<file path="src/rtl/mips_io_pkg.sv">
// ============================================================================
// Module      : mips_io_pkg
// Description : Shared constants and types for the mips_led_io peripheral.
// Revision    : 1.0 - initial release
// ============================================================================
`default_nettype none

package mips_io_pkg;

    localparam logic [2:0] ADDR_LED_DATA     = 3'd0;
    localparam logic [2:0] ADDR_BLINK_MASK   = 3'd1;
    localparam logic [2:0] ADDR_BLINK_PERIOD = 3'd2;
    localparam logic [2:0] ADDR_CYCLE_CNT    = 3'd3;
    localparam logic [2:0] ADDR_PWM_DUTY     = 3'd4;

    typedef enum logic [1:0] {
        IDLE = 2'd0,
        WAIT = 2'd1,
        RESP = 2'd2
    } bus_state_e;

endpackage

`default_nettype wire

</file>
<file path="src/rtl/mips_led_io_if.sv">
// ============================================================================
// Module      : mips_led_io_if
// Description : CPU data-memory bus between the pipeline and the LED block.
// Revision    : 1.0 - initial release
// ============================================================================
`default_nettype none

interface mips_led_io_if;
    logic        req;
    logic        we;
    logic [2:0]  addr;
    logic [31:0] wdata;
    logic [31:0] rdata;
    logic        ack;

    modport master (output req, we, addr, wdata, input rdata, ack);
    modport slave  (input req, we, addr, wdata, output rdata, ack);
endinterface

`default_nettype wire

</file>
<file path="src/rtl/mips_led_blink.sv">
// ============================================================================
// Module      : mips_led_blink
// Description : Blink period counter; phase toggles every period+1 cycles.
// Revision    : 1.0 - initial release
// ============================================================================
`default_nettype none

module mips_led_blink #(
    parameter int BLINK_W = 24
) (
    input  wire logic               clk,
    input  wire logic               rst,
    input  wire logic [BLINK_W-1:0] period,
    input  wire logic               period_wr,
    output logic                    phase
);

    logic [BLINK_W-1:0] cnt_q, cnt_d;
    logic               phase_q, phase_d;

    // A zero period parks the blinker; a period write restarts it cleanly.
    always_comb begin
        cnt_d   = cnt_q;
        phase_d = phase_q;
        if (period_wr || (period == '0)) begin
            cnt_d   = '0;
            phase_d = 1'b0;
        end else if (cnt_q == period) begin
            cnt_d   = '0;
            phase_d = ~phase_q;
        end else begin
            cnt_d   = cnt_q + 1'b1;
        end
    end

    always_ff @(posedge clk or negedge rst) begin
        if (!rst) begin
            cnt_q   <= '0;
            phase_q <= 1'b0;
        end else begin
            cnt_q   <= cnt_d;
            phase_q <= phase_d;
        end
    end

    assign phase = phase_q;

endmodule

`default_nettype wire

</file>
<file path="src/rtl/mips_led_io.sv">
// ============================================================================
// Module      : mips_led_io
// Description : Memory-mapped LED peripheral (steady, blink, optional PWM).
//               Define MIPS_LED_IO_PWM_EN to add the PWM dimmer at addr 4.
// Revision    : 1.0 - initial release
// ============================================================================
`default_nettype none

module mips_led_io
    import mips_io_pkg::*;
#(
    parameter int         WAIT_STATES = 0,
    parameter int         BLINK_W     = 24,
    parameter logic [7:0] RESET_LED   = 8'h00
) (
    input  wire logic       clk,
    input  wire logic       rst,
    mips_led_io_if.slave    bus,
    output logic [7:0]      led
);

    localparam bit         c_HAS_WAIT  = (WAIT_STATES > 0);
    localparam int         c_WAIT_M1   = c_HAS_WAIT ? (WAIT_STATES - 1) : 0;
    localparam logic [2:0] c_WAIT_LOAD = c_WAIT_M1[2:0];

    bus_state_e         state_q, state_d;
    logic [2:0]         wait_cnt_q, wait_cnt_d;
    logic               we_q, we_d;
    logic [2:0]         addr_q, addr_d;
    logic [31:0]        wdata_q, wdata_d;
    logic               ack_q, ack_d;
    logic [31:0]        rdata_q, rdata_d;
    logic [7:0]         led_data_q, led_data_d;
    logic [7:0]         blink_mask_q, blink_mask_d;
    logic [BLINK_W-1:0] blink_period_q, blink_period_d;
    logic [31:0]        cycle_cnt_q, cycle_cnt_d;
    logic [7:0]         led_q, led_d;

    logic               w_wr_en;
    logic               w_period_wr;
    logic               w_phase;
    logic [31:0]        w_rd_mux;
    logic               w_unused_wdata;

`ifdef MIPS_LED_IO_PWM_EN
    logic [7:0]         pwm_cnt_q, pwm_cnt_d;
    logic [7:0]         pwm_duty_q, pwm_duty_d;
    logic               w_pwm_on;
`endif

    // Bus FSM: the register write and ack share the edge that leaves RESP.
    always_comb begin
        state_d    = state_q;
        wait_cnt_d = wait_cnt_q;
        we_d       = we_q;
        addr_d     = addr_q;
        wdata_d    = wdata_q;
        ack_d      = 1'b0;
        rdata_d    = '0;
        w_wr_en    = 1'b0;
        case (state_q)
            IDLE: begin
                if (bus.req) begin
                    we_d    = bus.we;
                    addr_d  = bus.addr;
                    wdata_d = bus.wdata;
                    if (c_HAS_WAIT) begin
                        state_d    = WAIT;
                        wait_cnt_d = c_WAIT_LOAD;
                    end else begin
                        state_d = RESP;
                    end
                end
            end
            WAIT: begin
                if (wait_cnt_q == 3'd0) state_d = RESP;
                else                    wait_cnt_d = wait_cnt_q - 3'd1;
            end
            RESP: begin
                ack_d   = 1'b1;
                rdata_d = w_rd_mux;
                w_wr_en = we_q;
                state_d = IDLE;
            end
            default: state_d = IDLE;
        endcase
    end

    always_comb begin
        w_rd_mux = '0;
        case (addr_q)
            ADDR_LED_DATA:     w_rd_mux = {24'd0, led_data_q};
            ADDR_BLINK_MASK:   w_rd_mux = {24'd0, blink_mask_q};
            ADDR_BLINK_PERIOD: w_rd_mux = 32'(blink_period_q);
            ADDR_CYCLE_CNT:    w_rd_mux = cycle_cnt_q;
`ifdef MIPS_LED_IO_PWM_EN
            ADDR_PWM_DUTY:     w_rd_mux = {24'd0, pwm_duty_q};
`endif
            default:           w_rd_mux = '0;
        endcase
    end

    assign w_period_wr = w_wr_en && (addr_q == ADDR_BLINK_PERIOD);
    // Store data wider than the widest register is intentionally dropped.
    assign w_unused_wdata = ^wdata_q;

    always_comb begin
        led_data_d     = led_data_q;
        blink_mask_d   = blink_mask_q;
        blink_period_d = blink_period_q;
        cycle_cnt_d    = cycle_cnt_q + 32'd1;
        if (w_wr_en && (addr_q == ADDR_LED_DATA))   led_data_d   = wdata_q[7:0];
        if (w_wr_en && (addr_q == ADDR_BLINK_MASK)) blink_mask_d = wdata_q[7:0];
        if (w_period_wr)                            blink_period_d = wdata_q[BLINK_W-1:0];
    end

`ifdef MIPS_LED_IO_PWM_EN
    always_comb begin
        pwm_cnt_d  = pwm_cnt_q + 8'd1;
        pwm_duty_d = pwm_duty_q;
        if (w_wr_en && (addr_q == ADDR_PWM_DUTY)) pwm_duty_d = wdata_q[7:0];
    end

    assign w_pwm_on = (pwm_cnt_q < pwm_duty_q) || (pwm_duty_q == 8'hFF);
    assign led_d    = (led_data_q & ~(blink_mask_q & {8{w_phase}})) & {8{w_pwm_on}};
`else
    assign led_d    = led_data_q & ~(blink_mask_q & {8{w_phase}});
`endif

    mips_led_blink #(
        .BLINK_W   (BLINK_W)
    ) u_blink (
        .clk       (clk),
        .rst       (rst),
        .period    (blink_period_q),
        .period_wr (w_period_wr),
        .phase     (w_phase)
    );

    always_ff @(posedge clk or negedge rst) begin
        if (!rst) begin
            state_q        <= IDLE;
            wait_cnt_q     <= '0;
            we_q           <= 1'b0;
            addr_q         <= '0;
            wdata_q        <= '0;
            ack_q          <= 1'b0;
            rdata_q        <= '0;
            led_data_q     <= RESET_LED;
            blink_mask_q   <= '0;
            blink_period_q <= '0;
            cycle_cnt_q    <= '0;
            led_q          <= RESET_LED;
        end else begin
            state_q        <= state_d;
            wait_cnt_q     <= wait_cnt_d;
            we_q           <= we_d;
            addr_q         <= addr_d;
            wdata_q        <= wdata_d;
            ack_q          <= ack_d;
            rdata_q        <= rdata_d;
            led_data_q     <= led_data_d;
            blink_mask_q   <= blink_mask_d;
            blink_period_q <= blink_period_d;
            cycle_cnt_q    <= cycle_cnt_d;
            led_q          <= led_d;
        end
    end

`ifdef MIPS_LED_IO_PWM_EN
    always_ff @(posedge clk or negedge rst) begin
        if (!rst) begin
            pwm_cnt_q  <= '0;
            pwm_duty_q <= 8'hFF;
        end else begin
            pwm_cnt_q  <= pwm_cnt_d;
            pwm_duty_q <= pwm_duty_d;
        end
    end
`endif

    assign bus.ack   = ack_q;
    assign bus.rdata = rdata_q;
    assign led       = led_q;

endmodule

`default_nettype wire

</file>
<file path="src/flat_wrapper.sv">
// flat-port wrapper written by rule: the top's interface ports become plain ports
module mips_led_io_flat import mips_io_pkg::*;
#(
    parameter int         WAIT_STATES = 0,
    parameter int         BLINK_W     = 24,
    parameter logic [7:0] RESET_LED   = 8'h00
)
  (clk, rst, led, bus_req, bus_we, bus_addr, bus_wdata, bus_rdata, bus_ack);
  mips_led_io_if bus_i ();
  input  wire logic clk;
  input  wire logic rst;
  output logic [7:0] led;
  input wire logic [$bits(bus_i.req)-1:0] bus_req;
  input wire logic [$bits(bus_i.we)-1:0] bus_we;
  input wire logic [$bits(bus_i.addr)-1:0] bus_addr;
  input wire logic [$bits(bus_i.wdata)-1:0] bus_wdata;
  output wire logic [$bits(bus_i.rdata)-1:0] bus_rdata;
  output wire logic [$bits(bus_i.ack)-1:0] bus_ack;
  assign bus_i.req = bus_req;
  assign bus_i.we = bus_we;
  assign bus_i.addr = bus_addr;
  assign bus_i.wdata = bus_wdata;
  assign bus_rdata = bus_i.rdata;
  assign bus_ack = bus_i.ack;
  mips_led_io #(.WAIT_STATES(WAIT_STATES), .BLINK_W(BLINK_W), .RESET_LED(RESET_LED)) u_core (.clk(clk), .rst(rst), .bus(bus_i), .led(led));
endmodule
</file>
<file path="config.mk">
export PLATFORM = sky130hd
export DESIGN_NAME = mips_led_io_flat
export DESIGN_NICKNAME = d
export VERILOG_FILES = /design/src/rtl/mips_io_pkg.sv /design/src/rtl/mips_led_io_if.sv /design/src/rtl/mips_led_blink.sv /design/src/rtl/mips_led_io.sv /design/src/flat_wrapper.sv
export SDC_FILE = /design/constraint.sdc
export NUM_CORES = 1
export LEC_CHECK = 0
export CORE_ASPECT_RATIO = 2
export CORE_MARGIN = 8
export CORE_UTILIZATION = 60
export DETAILED_ROUTE_END_ITERATION = 7
export GPL_TIMING_DRIVEN = 0
export PLACE_DENSITY = 0.84
export REMOVE_ABC_BUFFERS = 1
export SLEW_MARGIN = 30
export SYNTH_ARGS = -nofsm -noshare
export SYNTH_HDL_FRONTEND = slang
export SYNTH_SLANG_ARGS = --single-unit
</file>
<file path="constraint.sdc">
create_clock -name clk -period 4.92 [get_ports clk]
set_input_delay 0.738 -clock clk [delete_from_list [all_inputs] [get_ports clk]]
set_output_delay 0.738 -clock clk [all_outputs]
set_load 0.01 [all_outputs]
</file>
==> results.toml, run 1 <==
[run_status]
status = "finished, final reports clean"

[die]
core_area_um2 = 11600
die_y_um = 170
io_pins = 80
die_area_um2 = 15800
initial_core_util = 0.610
num_rows = 56
die_w_um = 92.9

[clocking]
ctsRootBufferMaster = "clkbuf_16"
clock_path_buffers = 2
clk_pin_slew_ns = 0.07
ctsResizeCount = 0
numCtsBuffers = 17
cts_tree = "done"
cts_hold_buf = 0
cts_setup_buffers = 0
clock_latency_ns = 0.42
cts.sinks = 167
htreeDepth = 4

[synthesis]
synth_most_common_cell = "dfrtp_1"
ys_async_sr_fraction = 1.00
synth.cell_area_um2 = 7090
ys_types = 39
synth_top_area_share = 0.589
ys_seq_area_frac = 0.589
synth_cells = 550
avgSynthCellArea_um2 = 12.9
dominantRegCellSynth = "dfrtp_1"
synth_common_cells = "167 x dfrtp_1, 67 x mux2_2, 52 x nor2_1"
ys_seq_elements = 167
synthTopCellsByArea = "dfrtp_1 59%, mux2_2 11%, xor2_1 5.8%"
synth-edff-count = 0
synth_top_area_cell = "dfrtp_1"
ys_warn_count = 0

[placement]
dp_hpwl_um = 11000
place_inst = 754
dp_slack_ns = 2.53
gp_congestion = 0.882
portBuffers = 71
placed_area_um2 = 8040

[timing]
setup_viol_count_final = 0
finalCritPeriodShare = 0.506
fin_ws_ns = 2.43
clock_skew_ns = 0.00578
rsz0062_at_grt = "no"
drv_slew = 0
timing.hold.ws_ns = 0.264
hold_viol = 0
period_minus_slack_ns = 2.49
worst_pin_slew_ns = 0.864
timing.fmax_ghz = 0.401
relSlewSlack = 0.423

[layout]
nFillCells = 780
layoutNonFillerInstCount = 786
final_nets = 669
fin_util = 0.744
layout-drive-gt1-share = 0.187
area_growth_pct = 22.0
num_antenna_cells = 0
stdcell_area_um2 = 8650

[power_and_ir_drop]
power_density_nw_per_um2 = 469
ir_drop_uv = 335
power_leakage_uw = 0.00401

[routing]
drt_pass1_iterations = 5
met3_length_um = 620
top_layer = "met4"
drt-initial-drc-count = 250
drt-total-wl_um = 15900
wl_met2_um = 9050
wire_per_inst_um = 20.3
via_per_inst = 6.02
drtAntennaViolNets = 0
drcViolationCount = 0
drt-met1-wl_um = 5610
vias = 4729

[global_routing]
grt_pass1_wl_um = 26100
grt_usage = 0.215
antenna_found_initial = 0
grt_pass1_vias = 5112
grt_overflow_total = 0
grt_max_degree = 97

[run]
drv_cap = 0

[hold_path]
worst_hold_path_type = "in -> async"

[worst_setup_path]
cp.arrival_ns = 2.79
critPathMaxFanout = 10
cp.required_ns = 5.22
end_kind = "flip-flop"
crit_path_start_kind = "flip-flop"
crit_type = "reg -> reg"
[power breakdown]
part           total (uW)  internal, uW  switching, uW
combinational         741           415            326
clock                1370           817            551
sequential           1950          1640            313
total                4060          2870           1190
[registers in the layout, summed over array words and instances, names as in the netlist]
register	cells
u_core.bus.rdata	32
u_core.cycle_cnt_q	32
u_core.blink_period_q	24
u_core.u_blink.cnt_q	24
u_core.wdata_q	24
u_core.blink_mask_q	8
u_core.led	8
u_core.led_data_q	8
u_core.addr_q	3
u_core.bus.ack	1
u_core.state_q	1
u_core.u_blink.phase	1
u_core.we_q	1
[area by class of cell]
class | instances | area (um^2) | area share
clock buffer | 18 | 439 | 0.0508
clock inverter | 14 | 173 | 0.0200
tap | 145 | 181 | 0.0210
inverter | 6 | 22.5 | 0.00260
timing repair buffer | 77 | 828 | 0.0957
sequential | 167 | 4180 | 0.483
multi-input combinational | 359 | 2830 | 0.327
[stage by stage]
stage,TNS (ns),total power (uW)
6_report,0,4060
2_1_floorplan,0,2330
3_3_place_gp,-505.58,2630
4_1_cts,0,4070
5_1_grt,0,4220
3_5_place_dp,0,2700
[critical path: stages, from the launching register on]
cell and delay [ns]:
dfrtp_1 0.43, nand2b_1 0.39, nor3b_1 0.40, nor2b_1 0.74, mux2_2 0.42
[cell families (layout without fill, tap and decap cells)]
group                      after synthesis  after routing  share of synthesized area
buffers and inverters                   24            115                     0.0143
adders and majority gates                2              2                    0.00353
xor gates and xnor gates                75             75                     0.0927
AOI/OAI and AO/OA                       31             31                     0.0323
DFF                                    167            167                      0.589
muxes                                   91             91                      0.140
and+or+nand+nor                        160            160                      0.127
[layer usage]
metal / vias up / global-route usage
met1: 2450 / 0.217
li1: 2080 / -
met5: - / 0
met3: 51 / 0.0443
met4: 0 / 0.132
met2: 148 / 0.388
[final timing paths]
check	cells past startpoint	slack, ns	endpoint	startpoint
max	4	2.43	u_core.led_data_q[6]	u_core.addr_q[2]
min	1	0.26	u_core.led[2]	rst
max reg2reg	4	2.43	u_core.led_data_q[6]	u_core.addr_q[2]
min reg2reg	1	0.48	u_core.cycle_cnt_q[26]	u_core.cycle_cnt_q[26]
max in group asynchronous	2	3.77	u_core.addr_q[0]	rst
min in group clk	1	0.48	u_core.cycle_cnt_q[26]	u_core.cycle_cnt_q[26]
[cell usage in the layout, fill, tap and decap left out, types with 3 or more instances in the layout]
cell type and n:
a21boi_0 9, mux2_2 67, inv_1 5, nor3_1 3
clkbuf_16 17, mux2i_1 24, clkinv_4 3, nand4_1 14
nor2_1 52, a211oi_1 8, nand3_1 14, o21ai_0 3
xor2_1 47, nand4_4 3, a221oi_1 8, xnor2_1 28
nor4_1 12, nand2_1 27, dfrtp_1 166, and3_1 15
bufinv_16 3, clkinv_2 4, clkdlybuf4s50_1 70, and4_1 3
(Power assumes the default switching activity.)
==> inputs of run 2 (changes only) <==
--- a/config.mk
+++ b/config.mk
@@ -7,10 +7,10 @@
 export LEC_CHECK = 0
 export CORE_ASPECT_RATIO = 2
 export CORE_MARGIN = 8
-export CORE_UTILIZATION = 60
+export CORE_UTILIZATION = 51
 export DETAILED_ROUTE_END_ITERATION = 7
 export GPL_TIMING_DRIVEN = 0
-export PLACE_DENSITY = 0.84
+export PLACE_DENSITY = 0.76
 export REMOVE_ABC_BUFFERS = 1
 export SLEW_MARGIN = 30
 export SYNTH_ARGS = -nofsm -noshare
==> constraint.sdc (replaced) <==
create_clock -name clk -period 2.05 [get_ports clk]
set_input_delay 0.3075 -clock clk [delete_from_list [all_inputs] [get_ports clk]]
set_output_delay 0.3075 -clock clk [all_outputs]
set_load 0.01 [all_outputs]
==> results.toml, run 2 (same netlist as run 1, synthesis figures left out) <==
[global_routing]
grt_use_met3 = 0.0391
antenna_found_initial = 0
grt_overflow_total = 0
grt_usage = 0.168
grt_pass1_vias = 4606
grt.busiest_layer = "met2"
grt_max_degree = 86
use_met1 = 0.204
grtUsageMet2 = 0.282
grt_pass1_wl_um = 23800

[worst_setup_path]
crit_top_cell = "nand4_1"
crit_buf_inv = 0
path_delay_family = "simple AND/OR/NAND/NOR gates"
critPathMaxFanout = 5
crit_type = "reg -> reg"
path_cells = "nand4_1 -> nor4_4 -> and4_1 -> nand4_1 -> xnor2_1"
critPathMaxStageDelay_ns = 0.46
cp.arrival_ns = 2.22
cp.required_ns = 2.36
end_kind = "flip-flop"
crit_path_start_kind = "flip-flop"
slowest_stage = "dfrtp_1"

[routing]
drt_pass1_iterations = 4
drt-total-wl_um = 14500
wire_per_inst_um = 18.0
drtAntennaViolNets = 0
drcViolationCount = 0
vias = 4414
via_per_inst = 5.50
drt-initial-drc-count = 174

[layout]
final_nets = 674
layout-drive-gt1-share = 0.197
layout_common_cells = "165 x dfrtp_1, 70 x clkdlybuf4s50_1, 67 x mux2_2"
num_antenna_cells = 0
area_growth_pct = 23.2
final_common_cell = "dfrtp_1"
nFillCells = 1067
stdcell_area_um2 = 8730

[timing]
timing.hold.ws_ns = 0.477
finalCritPeriodShare = 0.931
period_minus_slack_ns = 1.91
hold_viol = 0
clock_skew_ns = 0.0124
setup_viol_count_final = 0
drv_slew = 0
worst_pin_slew_ns = 0.675
timing.fmax_ghz = 0.524
relSlewSlack = 0.548

[clocking]
clock_latency_ns = 0.42
htreeDepth = 4
cts.sinks = 167
cts_tree = "done"
clock_path_buffers = 2
clk_pin_slew_ns = 0.06
ctsRootBufferMaster = "clkbuf_16"
numCtsBuffers = 17

[placement]
portBuffers = 71
placed_area_um2 = 8040
gp_congestion = 0.802
dp_hpwl_um = 9950

[die]
die_w_um = 99.4
die_y_um = 183
num_rows = 61
die_area_um2 = 18200
initial_core_util = 0.516
core_area_um2 = 13700
io_pins = 80

[hold_path]
worst_hold_path_type = "in -> async"

[power_and_ir_drop]
ir_drop_uv = 714
power_density_nw_per_um2 = 1100
power_leakage_uw = 0.00404

[run_status]
status = "finished, final reports clean"

[run]
drv_cap = 0
## run 2: cell count changes in the layout (fill, tap and decap cells not counted), moves of 2 or more
cell        delta
buf_4          +4
clkinv_4       -3
inv_6          +5
clkinv_2       -3
clkinvlp_4     +2
## run 2: power breakdown
| group | internal (uW) | leakage, uW | switching, uW |
|---|---|---|---|
| combinational | 1010 | 0.00158 | 707 |
| sequential | 3930 | 0.00217 | 726 |
| clock | 1860 | 0.000287 | 1340 |
| total | 6800 | 0.00404 | 2770 |
## run 2: layout make-up
type | instances | area (um^2) | share of cell area
Inverter | 6 | 22.5 | 0.00258
Clock buffer | 18 | 439 | 0.0503
Sequential cell | 167 | 4180 | 0.479
Clock inverter | 14 | 160 | 0.0183
Multi-Input combinational cell | 359 | 2850 | 0.327
Tap cell | 157 | 196 | 0.0225
Timing Repair Buffer | 82 | 876 | 0.100
## run 2: stage by stage
stage / utilization / setup TNS [ns] / std cells / total power, uW / worst slack, ns
global route: 0.636 / -0.00209 / 803 / 10000 / -0.00209
global placement: 0.576 / -1152.65 / 760 / 6330 / -5.90
finish: 0.636 / 0 / 803 / 9570 / 0.142
CTS: 0.632 / 0 / 800 / 9640 / 0.0192
detailed placement: 0.585 / -3.63 / 765 / 6420 / -0.397
floorplan: - / -49.66 / 532 / 5590 / -1.08
## run 2: worst paths after layout
check | depth (start not counted) | to | slack, ns | from
worst max-delay path | 5 | u_core.cycle_cnt_q[31] | 0.14 | u_core.cycle_cnt_q[2]
worst min-delay path | 2 | u_core.bus.rdata[30] | 0.48 | rst
worst max register to register | 5 | u_core.cycle_cnt_q[31] | 0.14 | u_core.cycle_cnt_q[2]
worst min register to register | 1 | u_core.cycle_cnt_q[31] | 0.48 | u_core.cycle_cnt_q[31]
max in group asynchronous | 3 | u_core.u_blink.cnt_q[12] | 0.78 | rst
min in group clk | 1 | u_core.cycle_cnt_q[31] | 0.48 | u_core.cycle_cnt_q[31]
## run 2: what timing repair did
item                                   in CTS  in global routing
setup endpoints to repair                  24                 35
gates resized for setup                     3                  3
buffers inserted                            2                  3
hold buffers                                1                  0
endpoints found under the hold margin      84                  0
pin swaps                                   2                  2
## run 2: worst register-to-register path, delay by kind of cell, from the launching register on
kind          cells  cell delay (ns)
xor+xnor          1             0.15
flops             1             0.46
simple gates      4             1.19
## run 2: metal layers
layer,share of wire,up-vias
li1,-,2099
met1,0.42,2211
met2,0.52,88
met3,0.044,16
met4,0.016,0
met5,0,-
==> inputs of run 3 (changes only) <==
--- a/config.mk
+++ b/config.mk
@@ -9,7 +9,6 @@
 export CORE_MARGIN = 8
 export CORE_UTILIZATION = 51
 export DETAILED_ROUTE_END_ITERATION = 7
-export GPL_TIMING_DRIVEN = 0
 export PLACE_DENSITY = 0.76
 export REMOVE_ABC_BUFFERS = 1
 export SLEW_MARGIN = 30
==> results.toml, run 3 (same netlist as run 1, synthesis figures left out) <==
[timing]
relSlewSlack = 0.641
clock_skew_ns = 0.00901
fin_ws_ns = 0.168
finalCritPeriodShare = 0.918
period_minus_slack_ns = 1.88
setup_viol_count_final = 0
timing.fmax_ghz = 0.531
worst_pin_slew_ns = 0.533
rsz0062_at_grt = "no"
drv_slew = 0
hold_viol = 0

[worst_setup_path]
cp.required_ns = 2.36
r2r_cells = 6
crit_path_start_kind = "flip-flop"
cp.arrival_ns = 2.19
critPathMaxFanout = 5
end_kind = "flip-flop"
crit_type = "reg -> reg"

[clocking]
cts_setup_buffers = 0
cts_tree = "done"
htreeDepth = 4
clock_path_buffers = 2
clock_latency_ns = 0.43
numCtsBuffers = 17
clk_pin_slew_ns = 0.07
ctsRootBufferMaster = "clkbuf_16"
cts.sinks = 167

[global_routing]
grt_pass1_vias = 4788
antenna_found_initial = 0
grt_pass1_wl_um = 25000
grt_max_degree = 57
grt_overflow_total = 0
grt_usage = 0.177

[power_and_ir_drop]
power_leakage_uw = 0.00406
ir_drop_uv = 714
power_density_nw_per_um2 = 1090

[run]
drv_cap = 0

[die]
initial_core_util = 0.516
num_rows = 61
die_y_um = 183
die_w_um = 99.4
die_area_um2 = 18200
io_pins = 80
core_area_um2 = 13700

[layout]
layout-drive-gt1-share = 0.204
final_common_cell = "dfrtp_1"
multi_input_comb_area_um2 = 2820
layoutNonFillerInstCount = 814
layout_common_cells = "166 x dfrtp_1, 70 x clkdlybuf4s50_1, 67 x mux2_2"
num_antenna_cells = 0
seqCellArea_um2 = 4180
area_growth_pct = 23.2
stdcell_area_um2 = 8740
final_nets = 685
fin_util = 0.636
nFillCells = 1047

[routing]
vias = 4516
via_per_inst = 5.55
wire_per_inst_um = 18.2
drcViolationCount = 0
drt-total-wl_um = 14800
drtAntennaViolNets = 0
drt_pass1_iterations = 4
drt-initial-drc-count = 194

[placement]
dp_hpwl_um = 10400
place_inst = 781
portBuffers = 71
dp_slack_ns = 0.201
gp_congestion = 0.822
placed_area_um2 = 8120

[hold_path]
worst_hold_path_type = "in -> async"

[run_status]
status = "finished, final reports clean"
[run 3: path summary, 6_finish.rpt]
check / from / endpoint / slack [ns]
max: u_core.u_blink.cnt_q[0] / u_core.u_blink.cnt_q[22] / 0.17
min: rst / u_core.cycle_cnt_q[29] / 0.40
max reg2reg: u_core.u_blink.cnt_q[0] / u_core.u_blink.cnt_q[22] / 0.17
min reg2reg: u_core.cycle_cnt_q[31] / u_core.cycle_cnt_q[31] / 0.48
max in group asynchronous: rst / u_core.u_blink.cnt_q[13] / 1.01
min in group clk: u_core.cycle_cnt_q[31] / u_core.cycle_cnt_q[31] / 0.48
[run 3: cell type report]
type	count	area share
clock buffer	17	0.0487
clock inverter	15	0.0203
inverter	6	0.00258
multi-input combinational	359	0.322
sequential	167	0.478
tap	157	0.0225
timing repair buffer	93	0.105
[run 3: power by group]
| group | internal [uW] | switching (uW) |
|---|---|---|
| clock network | 1750 | 1440 |
| registers | 3930 | 691 |
| logic | 1010 | 749 |
| total | 6680 | 2880 |
[run 3: through the flow]
stage | setup TNS [ns] | total power (uW) | hold slack [ns]
detailed placement | 0 | 6440 | 0.306
floorplan | -49.66 | 5590 | 0.0119
CTS | 0 | 9680 | 0.418
global route | 0 | 10100 | 0.461
global placement | 0 | 6370 | 0.302
finish | 0 | 9570 | 0.405
[run 3: metal layers]
metal	part of all wire	up-vias	wire [um]	GRT usage
met1	0.42	2264	6200	0.215
li1	-	2123	-	-
met2	0.52	114	7680	0.296
met5	0	-	0	0
met3	0.049	15	724	0.0486
met4	0.014	0	204	0.0561
[run 3: worst max-delay path, cell delays in order, from the launching register on]
cell,delay (ns)
dfrtp_1,0.43
ha_1,0.26
nand4_1,0.20
nor4_2,0.49
nand3_1,0.16
xor2_1,0.17
nor2_1,0.06
[run 3: what timing repair did]
action                                 CTS  global route
endpoints found under the hold margin   51             0
setup endpoints to repair                0             0
resized for setup                        0             0
hold buffers                             1             0
